**src/rtl/rtc_pkg.sv**
```systemverilog
// Shared constants and field encodings for the hour/minute/second RTC core.
// Includes the range check used to accept or reject field-set requests.
package rtc_pkg;

    localparam int unsigned SEC_W  = 6;
    localparam int unsigned MIN_W  = 6;
    localparam int unsigned HOUR_W = 5;

    typedef enum logic [1:0] {
        FIELD_SEC  = 2'b00,
        FIELD_MIN  = 2'b01,
        FIELD_HOUR = 2'b10,
        FIELD_RSVD = 2'b11
    } field_e;

    localparam logic [SEC_W-1:0]  SEC_MAX    = 6'd59;
    localparam logic [MIN_W-1:0]  MIN_MAX    = 6'd59;
    localparam logic [HOUR_W-1:0] HOUR24_MAX = 5'd23;
    localparam logic [HOUR_W-1:0] HOUR12_MIN = 5'd1;
    localparam logic [HOUR_W-1:0] HOUR12_MAX = 5'd12;

    // Full 6-bit comparison: an out-of-range hour must never alias into range by truncation.
    function automatic logic set_in_range(field_e f, logic [5:0] v, logic mode12);
        logic ok;
        ok = 1'b0;
        case (f)
            FIELD_SEC:  ok = (v <= SEC_MAX);
            FIELD_MIN:  ok = (v <= MIN_MAX);
            FIELD_HOUR: ok = mode12 ? ((v >= {1'b0, HOUR12_MIN}) && (v <= {1'b0, HOUR12_MAX}))
                                    : (v <= {1'b0, HOUR24_MAX});
            default:    ok = 1'b0;
        endcase
        return ok;
    endfunction

endpackage

```
**src/rtl/rtc_prescaler.sv**
```systemverilog
// Divides the board clock down to a registered 1 Hz tick; holds while run=0.
// wrap is the combinational terminal-count condition the counters advance on.
module rtc_prescaler
    import rtc_pkg::*;
#(
    parameter int unsigned CLK_FREQ_HZ = 50_000_000
) (
    input  logic clk,
    input  logic reset,
    input  logic run,
    input  logic clear,
    output logic wrap,
    output logic tick
);

    localparam int unsigned    PW = $clog2(CLK_FREQ_HZ);
    localparam logic [PW-1:0]  TC = PW'(CLK_FREQ_HZ - 1);

    logic [PW-1:0] count;

    assign wrap = run && !clear && (count == TC);

    always_ff @(posedge clk) begin
        if (reset) begin
            count <= '0;
            tick  <= 1'b0;
        end else if (clear) begin
            count <= '0;
            tick  <= 1'b0;
        end else begin
            if (run) begin
                count <= (count == TC) ? '0 : count + PW'(1);
            end
            tick <= wrap;
        end
    end

endmodule

```
**src/rtl/rtc_hms_core.sv**
```systemverilog
// Real-time clock core: prescaler, cascaded sec/min/hour counters, field set port, 12/24h mode.
// Optional alarm comparator enabled by defining RTC_ALARM_EN.
module rtc_hms_core
    import rtc_pkg::*;
#(
    parameter int unsigned CLK_FREQ_HZ = 50_000_000,
    parameter bit          MODE_12H    = 1'b0
) (
    input  logic              clk,
    input  logic              reset,
    input  logic              run,
    input  logic              set_valid,
    input  logic [1:0]        set_field,
    input  logic [5:0]        set_value,
    output logic              set_err,
    output logic              tick_1hz,
    output logic [SEC_W-1:0]  seconds_out,
    output logic [MIN_W-1:0]  minutes_out,
    output logic [HOUR_W-1:0] hours_out,
    output logic              pm_out
`ifdef RTC_ALARM_EN
    ,
    input  logic              alarm_en,
    input  logic [HOUR_W-1:0] alarm_hours,
    input  logic [MIN_W-1:0]  alarm_minutes,
    input  logic              alarm_pm,
    output logic              alarm_hit
`endif
);

    localparam logic [HOUR_W-1:0] HOUR_RST = MODE_12H ? HOUR12_MAX : '0;

    field_e            field;
    logic              set_acc;
    logic              wrap;
    logic [SEC_W-1:0]  sec_q,  sec_d;
    logic [MIN_W-1:0]  min_q,  min_d;
    logic [HOUR_W-1:0] hour_q, hour_d;
    logic              pm_q,   pm_d;
    logic              err_q;

    assign field   = field_e'(set_field);
    assign set_acc = set_valid && set_in_range(field, set_value, MODE_12H);

    rtc_prescaler #(
        .CLK_FREQ_HZ(CLK_FREQ_HZ)
    ) u_prescaler (
        .clk  (clk),
        .reset(reset),
        .run  (run),
        .clear(set_acc),
        .wrap (wrap),
        .tick (tick_1hz)
    );

    // An accepted set takes precedence over the carry chain, so wrap is already masked by clear.
    always_comb begin
        sec_d  = sec_q;
        min_d  = min_q;
        hour_d = hour_q;
        pm_d   = pm_q;
        if (set_acc) begin
            case (field)
                FIELD_SEC:  sec_d  = set_value;
                FIELD_MIN:  min_d  = set_value;
                FIELD_HOUR: hour_d = set_value[HOUR_W-1:0];
                default:    ;
            endcase
        end else if (wrap) begin
            if (sec_q == SEC_MAX) begin
                sec_d = '0;
                if (min_q == MIN_MAX) begin
                    min_d = '0;
                    if (MODE_12H) begin
                        // 12h order is 12,1..11; the pm flag flips entering 12.
                        if (hour_q == HOUR12_MAX) begin
                            hour_d = HOUR12_MIN;
                        end else begin
                            hour_d = hour_q + HOUR_W'(1);
                            if (hour_q == HOUR12_MAX - HOUR_W'(1)) pm_d = !pm_q;
                        end
                    end else begin
                        hour_d = (hour_q == HOUR24_MAX) ? '0 : hour_q + HOUR_W'(1);
                    end
                end else begin
                    min_d = min_q + MIN_W'(1);
                end
            end else begin
                sec_d = sec_q + SEC_W'(1);
            end
        end
    end

    always_ff @(posedge clk) begin
        if (reset) begin
            sec_q  <= '0;
            min_q  <= '0;
            hour_q <= HOUR_RST;
            pm_q   <= 1'b0;
            err_q  <= 1'b0;
        end else begin
            sec_q  <= sec_d;
            min_q  <= min_d;
            hour_q <= hour_d;
            pm_q   <= pm_d;
            err_q  <= set_valid && !set_acc;
        end
    end

    assign set_err     = err_q;
    assign seconds_out = sec_q;
    assign minutes_out = min_q;
    assign hours_out   = hour_q;
    assign pm_out      = MODE_12H ? pm_q : 1'b0;

`ifdef RTC_ALARM_EN
    logic alarm_match;
    logic alarm_q;

    assign alarm_match = alarm_en && (set_acc || wrap) && (sec_d == '0)
                      && (min_d == alarm_minutes) && (hour_d == alarm_hours)
                      && (!MODE_12H || (pm_d == alarm_pm));

    always_ff @(posedge clk) begin
        if (reset) alarm_q <= 1'b0;
        else       alarm_q <= alarm_match;
    end

    assign alarm_hit = alarm_q;
`endif

endmodule

```
**config.mk**
```make
export PLATFORM = sky130hd
export DESIGN_NAME = rtc_hms_core
export DESIGN_NICKNAME = d
export VERILOG_FILES = /design/src/rtl/rtc_pkg.sv /design/src/rtl/rtc_prescaler.sv /design/src/rtl/rtc_hms_core.sv
export SDC_FILE = /design/constraint.sdc
export NUM_CORES = 1
export LEC_CHECK = 0
export BUFFER_PORTS_ARGS = -buffer_cell sky130_fd_sc_hd__buf_2
export CORE_MARGIN = 2
export CORE_UTILIZATION = 58
export DETAILED_ROUTE_END_ITERATION = 12
export PLACE_DENSITY = 0.83
export SETUP_SLACK_MARGIN = 0.3
export SYNTH_ARGS = -nofsm -noshare
export SYNTH_HDL_FRONTEND = slang
export SYNTH_HIERARCHICAL = 1
export SYNTH_SLANG_ARGS = --single-unit
```
**constraint.sdc**
```tcl
create_clock -name clk -period 3.7 [get_ports clk]
set_input_delay 0.185 -clock clk [delete_from_list [all_inputs] [get_ports clk]]
set_output_delay 0.185 -clock clk [all_outputs]
set_load 0.01 [all_outputs]
```
Word level (Yosys, flattened, before mapping)
Cells that the tools add are included.

Add/sub/neg operators: 4. Equal/unequal tests: 9. Order comparisons: 2. Reductions and logical operators: 14. Muxes and demuxes: 17.

Operator list (count): 2-to-1 mux 6 bit (9); 2-to-1 mux 5 bit (6); adder 26 x 1 -> 26 bit (second input constant) (1); equality test 26 bit (second input constant) (1); 2-to-1 mux 26 bit (1); adder 6 x 1 -> 6 bit (second input constant) (2); equality test 6 bit (second input constant) (2); <= comparator 6 x 5 -> 1 bit (second input constant) (1); <= comparator 6 bit (second input constant) (1); != test 2 x 1 -> 1 bit (second input constant) (3); nonzero test 2 bit (3); adder 5 x 1 -> 5 bit (second input constant) (1); equality test 5 bit (second input constant) (1); logical AND 1 bit (4); AND reduction 4 bit (1); OR reduction 2 bit (2); AND reduction 3 bit (1); equality test 2 x 1 -> 1 bit (second input constant) (1); equality test 2 bit (second input constant) (1); zero test 2 bit (1); case mux 1 bit (2 select lines) (1); AND reduction 2 bit (1); zero test 1 bit (1).

Input port bits: 12. Word-level logic and storage cells: 52. Flip-flop bits (word level): 45.

Longest topological paths before layout
Gate-level depths: netlist of the first run.

Depth in word-level cells: 9. Depth in mapped cells: 11. Depth with buffers taken out: 9.

Cells and area by module
The synthesis of the first run kept the hierarchy.

By module, submodules not included: rtc_prescaler (times used 1, sequential area each 540.5 sq um, area each 1348.8 sq um, cells each 155); rtc_hms_core (times used 1, sequential area each 360.3 sq um, area each 1179.9 sq um, cells each 148).

Least setup slack after synthesis of the first run
OpenSTA, ideal clock, no wires.

Path kind: register to register. From: register u_prescaler.count[0]. To: register hour_q[4] (netlist: hours_out[4]). Stages on the path, launching flop included: 11. Period minus slack after synthesis: 2.676 ns. Path buffers: 1. Slack: 1.024 ns. Required time: 3.633 ns. Arrival: 2.609 ns. Library setup time: 0.067 ns. Cell sequence: dfxtp_1 > ha_1 > and4_1 > nand4_1 > or3_1 > nor2_1 > nand4_1 > or3_4 > buf_6 > a221o_1 > a21oi_2.

Longest elaborated chain between the ends: 4.

RTL lines: from (decl) (RTL line rtc_prescaler.sv:19) `logic [PW-1:0] count;`; from (signal assigned) (RTL line rtc_prescaler.sv:32) `count <= (count == TC) ? '0 : count + PW'(1);`; equality test 26 bit (RTL line rtc_prescaler.sv:21) `assign wrap = run && !clear && (count == TC);`; logical AND 1 bit (RTL line rtc_prescaler.sv:21); net wrap (RTL line rtc_hms_core.sv:35) `logic wrap;`; nonzero test 2 bit (no source line); AND reduction 4 bit (no source line); to (signal assigned) (RTL line rtc_hms_core.sv:104) `hour_q <= hour_d;`; to (decl) (RTL line rtc_hms_core.sv:38) `logic [HOUR_W-1:0] hour_q, hour_d;`.

The timed path passes the listed nets, and every way through them passes these cells. A chain may end at the register's enable or synchronous reset.

Worst setup path after layout of the first run
Ends and elaborated chain as after synthesis.

==> results of run 1 <==
## metrics by stage
| stage | instances | hold WS [ns] | total power (W) | worst slack (ns) |
|---|---|---|---|---|
| 2_1_floorplan | 303 | 0.2618 | 0.0005674 | 1.024 |
| 3_3_place_gp | 372 | 0.4865 | 0.0005910 | 0.8886 |
| 3_5_place_dp | 372 | 0.4865 | 0.0005926 | 0.7541 |
| 4_1_cts | 380 | 0.2126 | 0.0009112 | 0.7273 |
| 5_1_grt | 380 | 0.2156 | 0.0009347 | 0.4651 |
| 6_report | 380 | 0.2195 | 0.0008990 | 0.7099 |
## routing by layer
metal / track usage (%) / vias to the layer above / share of wire [%]
li1: - / 1193 / -
met1: 29.30 / 1104 / 45
met2: 36.93 / 53 / 48
met3: 3.175 / 4 / 5.5
met4: 9.402 / 0 / 1.0
met5: 0 / - / 0
## power breakdown
group	switching, W	internal (W)
clock	0.000166	0.000151
combinational	0.0000503	0.0000299
sequential	0.00000986	0.000492
total	0.000226	0.000673
## final cells by class
type / count / area [um^2] / area share [%]
Clock inverter: 2 / 13.76 / 0.4971
Inverter: 10 / 37.54 / 1.356
Multi-Input combinational cell: 233 / 1504 / 54.32
Tap cell: 52 / 65.06 / 2.350
Clock buffer: 6 / 82.58 / 2.982
Timing Repair Buffer: 32 / 165.2 / 5.965
Sequential cell: 45 / 900.9 / 32.53
## sequential cells by signal (all words and copies together) (netlist names)
name / cells
hours_out: 5
minutes_out: 6
seconds_out: 6
set_err: 1
u_prescaler/count: 26
u_prescaler/tick: 1
## path summary, 6_finish.rpt
kind / slack [ns] / startpoint / end / cells after the start
setup / recovery: 0.71 / u_prescaler/count[0] / hours_out[4] / 9
hold reg to reg: 0.50 / u_prescaler/count[22] / u_prescaler/count[22] / 2
hold / removal: 0.22 / set_value[5] / minutes_out[5] / 3
setup reg to reg: 0.71 / u_prescaler/count[0] / hours_out[4] / 9
## layout by cell type (no fill, tap or decap), types with 3 or more instances in the layout
cell type	Yosys	layout
inv_1	10	10
and3_1	6	6
clkbuf_8	0	6
o31ai_1	9	8
nand3_1	21	21
nand4_1	11	11
nor2_1	23	23
buf_2	4	30
nor3b_1	5	5
nor4b_1	3	3
a211oi_1	3	3
mux2i_1	5	5
nor3_1	10	10
o21ai_0	13	13
nand2_1	16	16
or4_1	6	6
or3_1	7	7
nor2b_1	6	6
xnor2_1	5	5
xor2_1	7	7
a31oi_1	9	9
ha_1	5	5
a21oi_1	20	20
nor4_1	7	7
dfxtp_1	45	45
## logic make-up after synthesis
kind of cell / after synthesis / share of synthesized area, %
DFF: 45 / 35.63
and+or+nand+nor: 136 / 30.68
adders and majority gates: 5 / 2.474
muxes: 7 / 2.870
xor gates and xnor gates: 12 / 4.156
AOI/OAI and AO/OA: 72 / 18.95
other: 1 / 0.1483
buffers and inverters: 25 / 5.096
## critical path, stage by stage (launching register included)
cell and delay (ns):
dfxtp_1 0.45, ha_1 0.19, and4_1 0.29, nand4_1 0.15
or3_1 0.35, nor2_1 0.22, nand4_1 0.30, or3_4 0.50
a221o_1 0.35, a21oi_2 0.12
==> impl_metrics.yaml, run 1 <==
die:
  die_h_um: 70.03
  initial_core_util_pct: 59.30
  die_x_um: 70.03
  io_pins: 32
  row_count: 24
  fp.coreArea_um2: 4264
  dieArea_um2: 4904
placement:
  port_buffers: 30
  dpl-instance-area_um2: 2673
  place_congestion: 0.9172
  dp_hpwl_um: 3926
timing:
  finalSetupViolCount: 0
  rsz0062_at_grt: "false"
  slew_headroom_pct: 57.42
  finalCriticalPeriod_ns: 2.990
  finalSetupTns_ns: 0
  fmax_mhz: 334.4
  finalMaxSlewViolations: 0
  timing.final.crit_share_pct: 80.81
  hold_violations: 0
  tightest_slew_ns: 0.6210
  fin_worst_skew_ns: 0.01390
critical_path:
  critPathCaptureType: "register"
  required_ns: 3.93
  cp.arrival_ns: 3.22
  critPathMaxFanout: 8
  path_class: "reg2reg"
  start_kind: "register"
cts:
  clk_pin_slew_ns: 0.09
  cts_tree: "yes"
  cts_buffer_depth: 2
  holdBufCountCts: 0
  clk_latency_ns: 0.30
  cts_inserted_buffers: 5
  cts_setup_buffers: 0
  h-tree-depth: 2
  cts.sinks: 45
  cts_resized: 0
  root_buffer: "clkbuf_8"
routing:
  drc: 0
  vias: 2354
  wirelength_um: 5416
  antenna_left: 0
  first_pass_iters: 4
  vias_per_cell: 6.195
  drt_iter0_drc: 189
  drt-wirelength-per-cell_um: 14.25
synthesis:
  yosysSeqAreaShare_pct: 35.63
  async_reset_ff_share_pct: 0
  synth_enable_flop_cells: 0
  syn_avg_cell_area_um2: 8.345
  syn-cell-area_um2: 2529
  synth_cells: 303
  yosysTopAreaCell: "dfxtp_1"
  ys_seq_elements: 45
  yosysUniqueCellTypes: 52
  yosysMostFrequentCell: "dfxtp_1"
  netlist.area_leader.share_pct: 35.63
  yosys_warnings: 6
  synth_area_leaders: "dfxtp_1 36%, nand3_1 4.2%, a21oi_1 4.0%, nor2_1 3.4%, nand4_1 2.7%"
  syn_nets: 320
  synth_common_cells: "45 x dfxtp_1, 23 x nor2_1, 21 x nand3_1"
  ys.flop_type: "dfxtp_1"
global_routing:
  grt_pass1_vias: 2096
  grt_pass1_wl_um: 9066
  antenna_found_initial: 0
  grt_remaining_overflow: 0
  grt_max_degree: 48
  grt_use_total_pct: 22.37
finish:
  final_util_pct: 64.94
  finish.net_count: 344
  n_antenna_cell: 0
  synthToLayoutAreaGrowth_pct: 9.500
  fillers: 372
  fin_area_um2: 2769
  drive_above_1_share_pct: 17.68
job:
  max-cap-violations: 0
worst_hold_path:
  hold_path.class: "in2reg"
power:
  p_per_area_nw_per_um2: 324.7
  vdd_ir_drop_max_uv: 267.5
  p_leak_nw: 0.9660
outcome:
  status: "finished, final reports clean"
(Power assumes the default switching activity.)
==> run 2: changes to the inputs <==
clock period = 3 ns   (was 3.7 ns; I/O delays follow)
==> impl_metrics.yaml, run 2 (same netlist as run 1, synthesis figures left out) <==
outcome:
  status: "finished, final reports clean"
timing:
  rsz0062_at_grt: "false"
  hold_violations: 0
  fin_worst_skew_ns: 0.009225
  finalMaxSlewViolations: 0
  slew_headroom_pct: 57.45
  finalSetupTns_ns: 0
  finalCriticalPeriod_ns: 2.526
  timing.final.crit_share_pct: 84.20
  fmax_mhz: 395.9
  finalSetupViolCount: 0
  tightest_slew_ns: 0.6205
critical_path:
  path_cells: "ha_1 -> and4_1 -> nand4_1 -> or3_4 -> nor2_4 -> nand4_1 -> or3_4 -> a221o_1 -> a21oi_2"
  cp_slowest_cell: "or3_4"
  r2r-end: "hours_out[4]"
  cp.arrival_ns: 2.75
  worstReg2RegStart: "u_prescaler/count[0]"
  start_kind: "register"
  crit_end: "hours_out[4]"
  rrSetupSlack_ns: 0.47
  required_ns: 3.23
  path_class: "reg2reg"
  critPathCaptureType: "register"
  r2r_cells: 9
  cp-startpoint: "u_prescaler/count[0]"
  max_stage_delay_ns: 0.44
  critPathMaxFanout: 8
die:
  initial_core_util_pct: 59.30
  io_pins: 32
  dieArea_um2: 4904
  row_count: 24
  die_x_um: 70.03
  fp.coreArea_um2: 4264
  die_h_um: 70.03
power:
  p_per_area_nw_per_um2: 401.5
  p_leak_nw: 0.9834
  vdd_ir_drop_max_uv: 317.8
placement:
  place_congestion: 0.9387
  port_buffers: 30
  place_inst: 374
  dp_hpwl_um: 4063
cts:
  clk_latency_ns: 0.30
  cts_inserted_buffers: 5
  cts_buffer_depth: 2
  cts_tree: "yes"
  cts.sinks: 45
  h-tree-depth: 2
  root_buffer: "clkbuf_8"
  holdBufCountCts: 0
  clk_pin_slew_ns: 0.09
global_routing:
  busiest_layer: "met2"
  grt_pass1_vias: 2193
  use_met1_pct: 30.11
  globalRouteMet2Util_pct: 39.47
  grt_remaining_overflow: 0
  antenna_found_initial: 0
  grt_max_degree: 48
  grt_pass1_wl_um: 9604
  grt_use_total_pct: 23.82
  grtUsageMet3_pct: 4.906
routing:
  drt-wirelength-per-cell_um: 15.33
  drc: 0
  first_pass_iters: 5
  vias: 2447
  vias_per_cell: 6.406
  drt_iter0_drc: 220
  wirelength_um: 5855
  antenna_left: 0
finish:
  drive_above_1_share_pct: 19.70
  n_antenna_cell: 0
  finish.net_count: 346
  fin_cells: 382
  synthToLayoutAreaGrowth_pct: 11.13
  final_common_cell: "dfxtp_1"
  largest_reg_flops: 26
  final_cell_mix: "43 x dfxtp_1, 30 x buf_2, 22 x nor2_1"
  register_area_um2: 903.4
  multi_input_comb_area_um2: 1523
  final_util_pct: 65.90
  top_register: "u_prescaler/count"
  fillers: 359
worst_hold_path:
  hold_path.class: "in2reg"
  min_path_cells: 3
job:
  max-cap-violations: 0
==> run 2: power breakdown <==
part / total (W) / leakage, nW / internal, W / switching (W)
logic: 0.000101 / 0.565 / 0.0000369 / 0.0000636
clock network: 0.000409 / 0.0542 / 0.000208 / 0.000200
registers: 0.000619 / 0.364 / 0.000607 / 0.0000123
==> run 2: how the worst min path moves through the flow <==
stage	start	to
2_1_floorplan	reset	u_prescaler/count[10]
3_3_place_gp	set_value[5]	minutes_out[5]
3_5_place_dp	set_value[5]	seconds_out[5]
4_1_cts	set_value[5]	seconds_out[5]
5_1_grt	set_value[5]	minutes_out[5]
6_report	set_value[5]	seconds_out[5]
==> run 2: critical path, delay by kind of cell (launching register included) <==
family                     cells  cell delay (ns)
AOI/OAI and AO/OA              2             0.48
adders and majority gates      1             0.16
DFF                            1             0.39
and+or+nand+nor                6             1.43
==> run 2: metal layers <==
metal / part of all wire [%] / vias to the layer above / wire length, um
li1: - / 1190 / -
met1: 45 / 1154 / 2637
met2: 48 / 93 / 2825
met3: 5.2 / 10 / 307
met4: 1.5 / 0 / 85
met5: 0 / - / 0
==> run 2: layout make-up <==
cell class	count	share of cell area, %
Tap cell	52	2.315
Timing Repair Buffer	34	6.411
Clock inverter	1	0.1781
Clock buffer	7	3.428
Sequential cell	45	32.15
Multi-Input combinational cell	233	54.19
Inverter	10	1.336
==> run 2: per-stage QoR <==
step | hold WS, ns | setup slack [ns] | total power [W] | area (um^2)
after CTS | 0.1668 | 0.3138 | 0.001138 | 2789
after detailed placement | 0.4888 | 0.3379 | 0.0007307 | 2688
after global routing | 0.1993 | 0.3027 | 0.001170 | 2810
after global placement | 0.4716 | 0.4526 | 0.0007283 | 2688
final | 0.1732 | 0.4739 | 0.001128 | 2810
after floorplan | 0.2268 | 0.3242 | 0.0006997 | 2529
==> run 2: timing repair <==
item                                    in CTS  in global routing
resized for setup                            0                  6
endpoints found under the setup margin       0                 11
endpoints found under the hold margin        0                  0
setup buffers                                0                  0
==> run 3: changes to the inputs <==
CORE_UTILIZATION = 52   (was 58)
PLACE_DENSITY = 0.79   (was 0.83)
clock period = 2.1 ns   (was 3 ns; I/O delays follow)
==> impl_metrics.yaml, run 3 (same netlist as run 1, synthesis figures left out) <==
outcome:
  status: "finished with violations"
  violations: "negative setup slack"
routing:
  met1_length_um: 3053
  first_pass_iters: 5
  drt-wirelength-per-cell_um: 18.13
  wl_met2_um: 4052
  antenna_left: 0
  drc: 0
  met3_length_um: 573
  vias: 2800
  drt_iter0_drc: 292
  wirelength_um: 7885
  vias_per_cell: 6.437
  dr.max_layer_used: "met4"
cts:
  h-tree-depth: 2
  holdBufCountCts: 0
  clk_latency_ns: 0.30
  cts_tree: "yes"
  cts.sinks: 45
  root_buffer: "clkbuf_8"
  clk_pin_slew_ns: 0.09
  cts_inserted_buffers: 5
  cts_buffer_depth: 2
global_routing:
  grt_max_degree: 38
  grt_use_total_pct: 26.61
  grt_pass1_wl_um: 11270
  grt_remaining_overflow: 0
  antenna_found_initial: 0
  grt_pass1_vias: 2400
timing:
  finalMaxSlewViolations: 0
  fin_worst_skew_ns: 0.003112
  timing.final.crit_share_pct: 117.0
  rsz0062_at_grt: "true"
  hold_violations: 0
  finalSetupViolCount: 17
  finalCriticalPeriod_ns: 2.458
  worst_slack_ns: -0.3580
  fmax_mhz: 406.8
worst_hold_path:
  hold_end: "seconds_out[5]"
  hold_path.class: "in2reg"
  min_from: "set_value[5]"
  min_path_cells: 3
die:
  io_pins: 32
  initial_core_util_pct: 53.89
  die_h_um: 73.74
  fp.coreArea_um2: 4692
  row_count: 25
  die_x_um: 73.74
  dieArea_um2: 5437
finish:
  final_cell_mix: "41 x buf_4, 33 x dfxtp_1, 30 x buf_2"
  fillers: 319
  synthToLayoutAreaGrowth_pct: 39.63
  final_common_cell: "buf_4"
  largest_reg_flops: 26
  finish.net_count: 397
  fin_cells: 435
  top_register: "u_prescaler/count"
  drive_above_1_share_pct: 41.47
  fin_area_um2: 3531
  n_antenna_cell: 0
critical_path:
  critPathCaptureType: "register"
  path_cells: "ha_4 -> and4_4 -> nand4_1 -> or3_4 -> nor2_4 -> nand4_1 -> or3_4 -> a222oi_1 -> a311oi_1"
  critPathMaxFanout: 6
  cp_slowest_cell: "or3_4"
  r2r_cells: 9
  rrSetupSlack_ns: -0.36
  required_ns: 2.27
  cp.arrival_ns: 2.63
  start_kind: "register"
  max_stage_delay_ns: 0.40
  worstReg2RegStart: "u_prescaler/count[0]"
  r2r-end: "hours_out[0]"
  path_class: "reg2reg"
placement:
  post-place-ws_ns: -0.3390
  place_inst: 413
  dpl-instance-area_um2: 3015
  dp_hpwl_um: 4416
  place_congestion: 0.8493
  port_buffers: 30
power:
  p_per_area_nw_per_um2: 480.5
  p_leak_nw: 1.307
  vdd_ir_drop_max_uv: 373.2
job:
  max-cap-violations: 0
==> run 3: cell count changes in the layout (fill, tap and decap cells not counted), sizes merged <==
cell and delta:
buf +48, or4 +1, clkbuf +2
==> run 3: metrics by stage <==
stage	TNS (ns)	hold slack [ns]	util [%]	total power (W)
after floorplan	-2.321	0.1818	-	0.001002
after global placement	-2.046	0.4389	64.27	0.001060
after detailed placement	-2.842	0.4363	64.27	0.001065
after CTS	-2.075	0.1365	70.21	0.001670
after global routing	-3.981	0.1434	75.25	0.001757
final	-3.444	0.1274	75.25	0.001696
==> run 3: power breakdown <==
| group | switching [W] | internal [W] |
|---|---|---|
| clock network | 0.000306 | 0.000298 |
| registers | 0.0000180 | 0.000866 |
| logic | 0.000119 | 0.0000891 |
| total | 0.000443 | 0.00125 |
==> run 3: how the worst max path moves through the flow <==
stage | startpoint | endpoint | slack [ns] | cells past startpoint
finish | u_prescaler/count[0] | hours_out[0] | -0.36 | 9
global route | u_prescaler/count[24] | hours_out[4] | -0.39 | 8
CTS | u_prescaler/count[0] | hours_out[4] | -0.26 | 9
detailed placement | u_prescaler/count[0] | hours_out[4] | -0.34 | 9
global placement | u_prescaler/count[9] | hours_out[4] | -0.27 | 8
floorplan | u_prescaler/count[0] | hours_out[4] | -0.45 | 10
==> run 3: critical path, delay by kind of cell (launching register included) <==
kind	cells	cell delay, ns
compound gates	2	0.39
fa+ha+maj	1	0.12
flops	1	0.37
simple gates	6	1.44
==> run 3: layer usage <==
layer,GRT usage [%],up-vias
met5,0,-
met4,10.51,0
met3,4.527,29
met1,33.95,1305
li1,-,1312
met2,44.44,154
==> run 3: cell type report <==
type / count / area (um^2) / share of cell area, %
Multi-Input combinational cell: 234 / 1758 / 49.79
Sequential cell: 45 / 918.4 / 26.01
Timing Repair Buffer: 84 / 648.1 / 18.36
Clock buffer: 7 / 96.34 / 2.729
Tap cell: 54 / 67.56 / 1.914
Inverter: 10 / 37.54 / 1.063
Clock inverter: 1 / 5.005 / 0.1417
==> run 3: what timing repair did <==
item	in CTS	in global routing
pin swaps	22	21
setup endpoints to repair	26	29
setup buffers	2	9
cloned	2	1
gates resized for setup	30	42
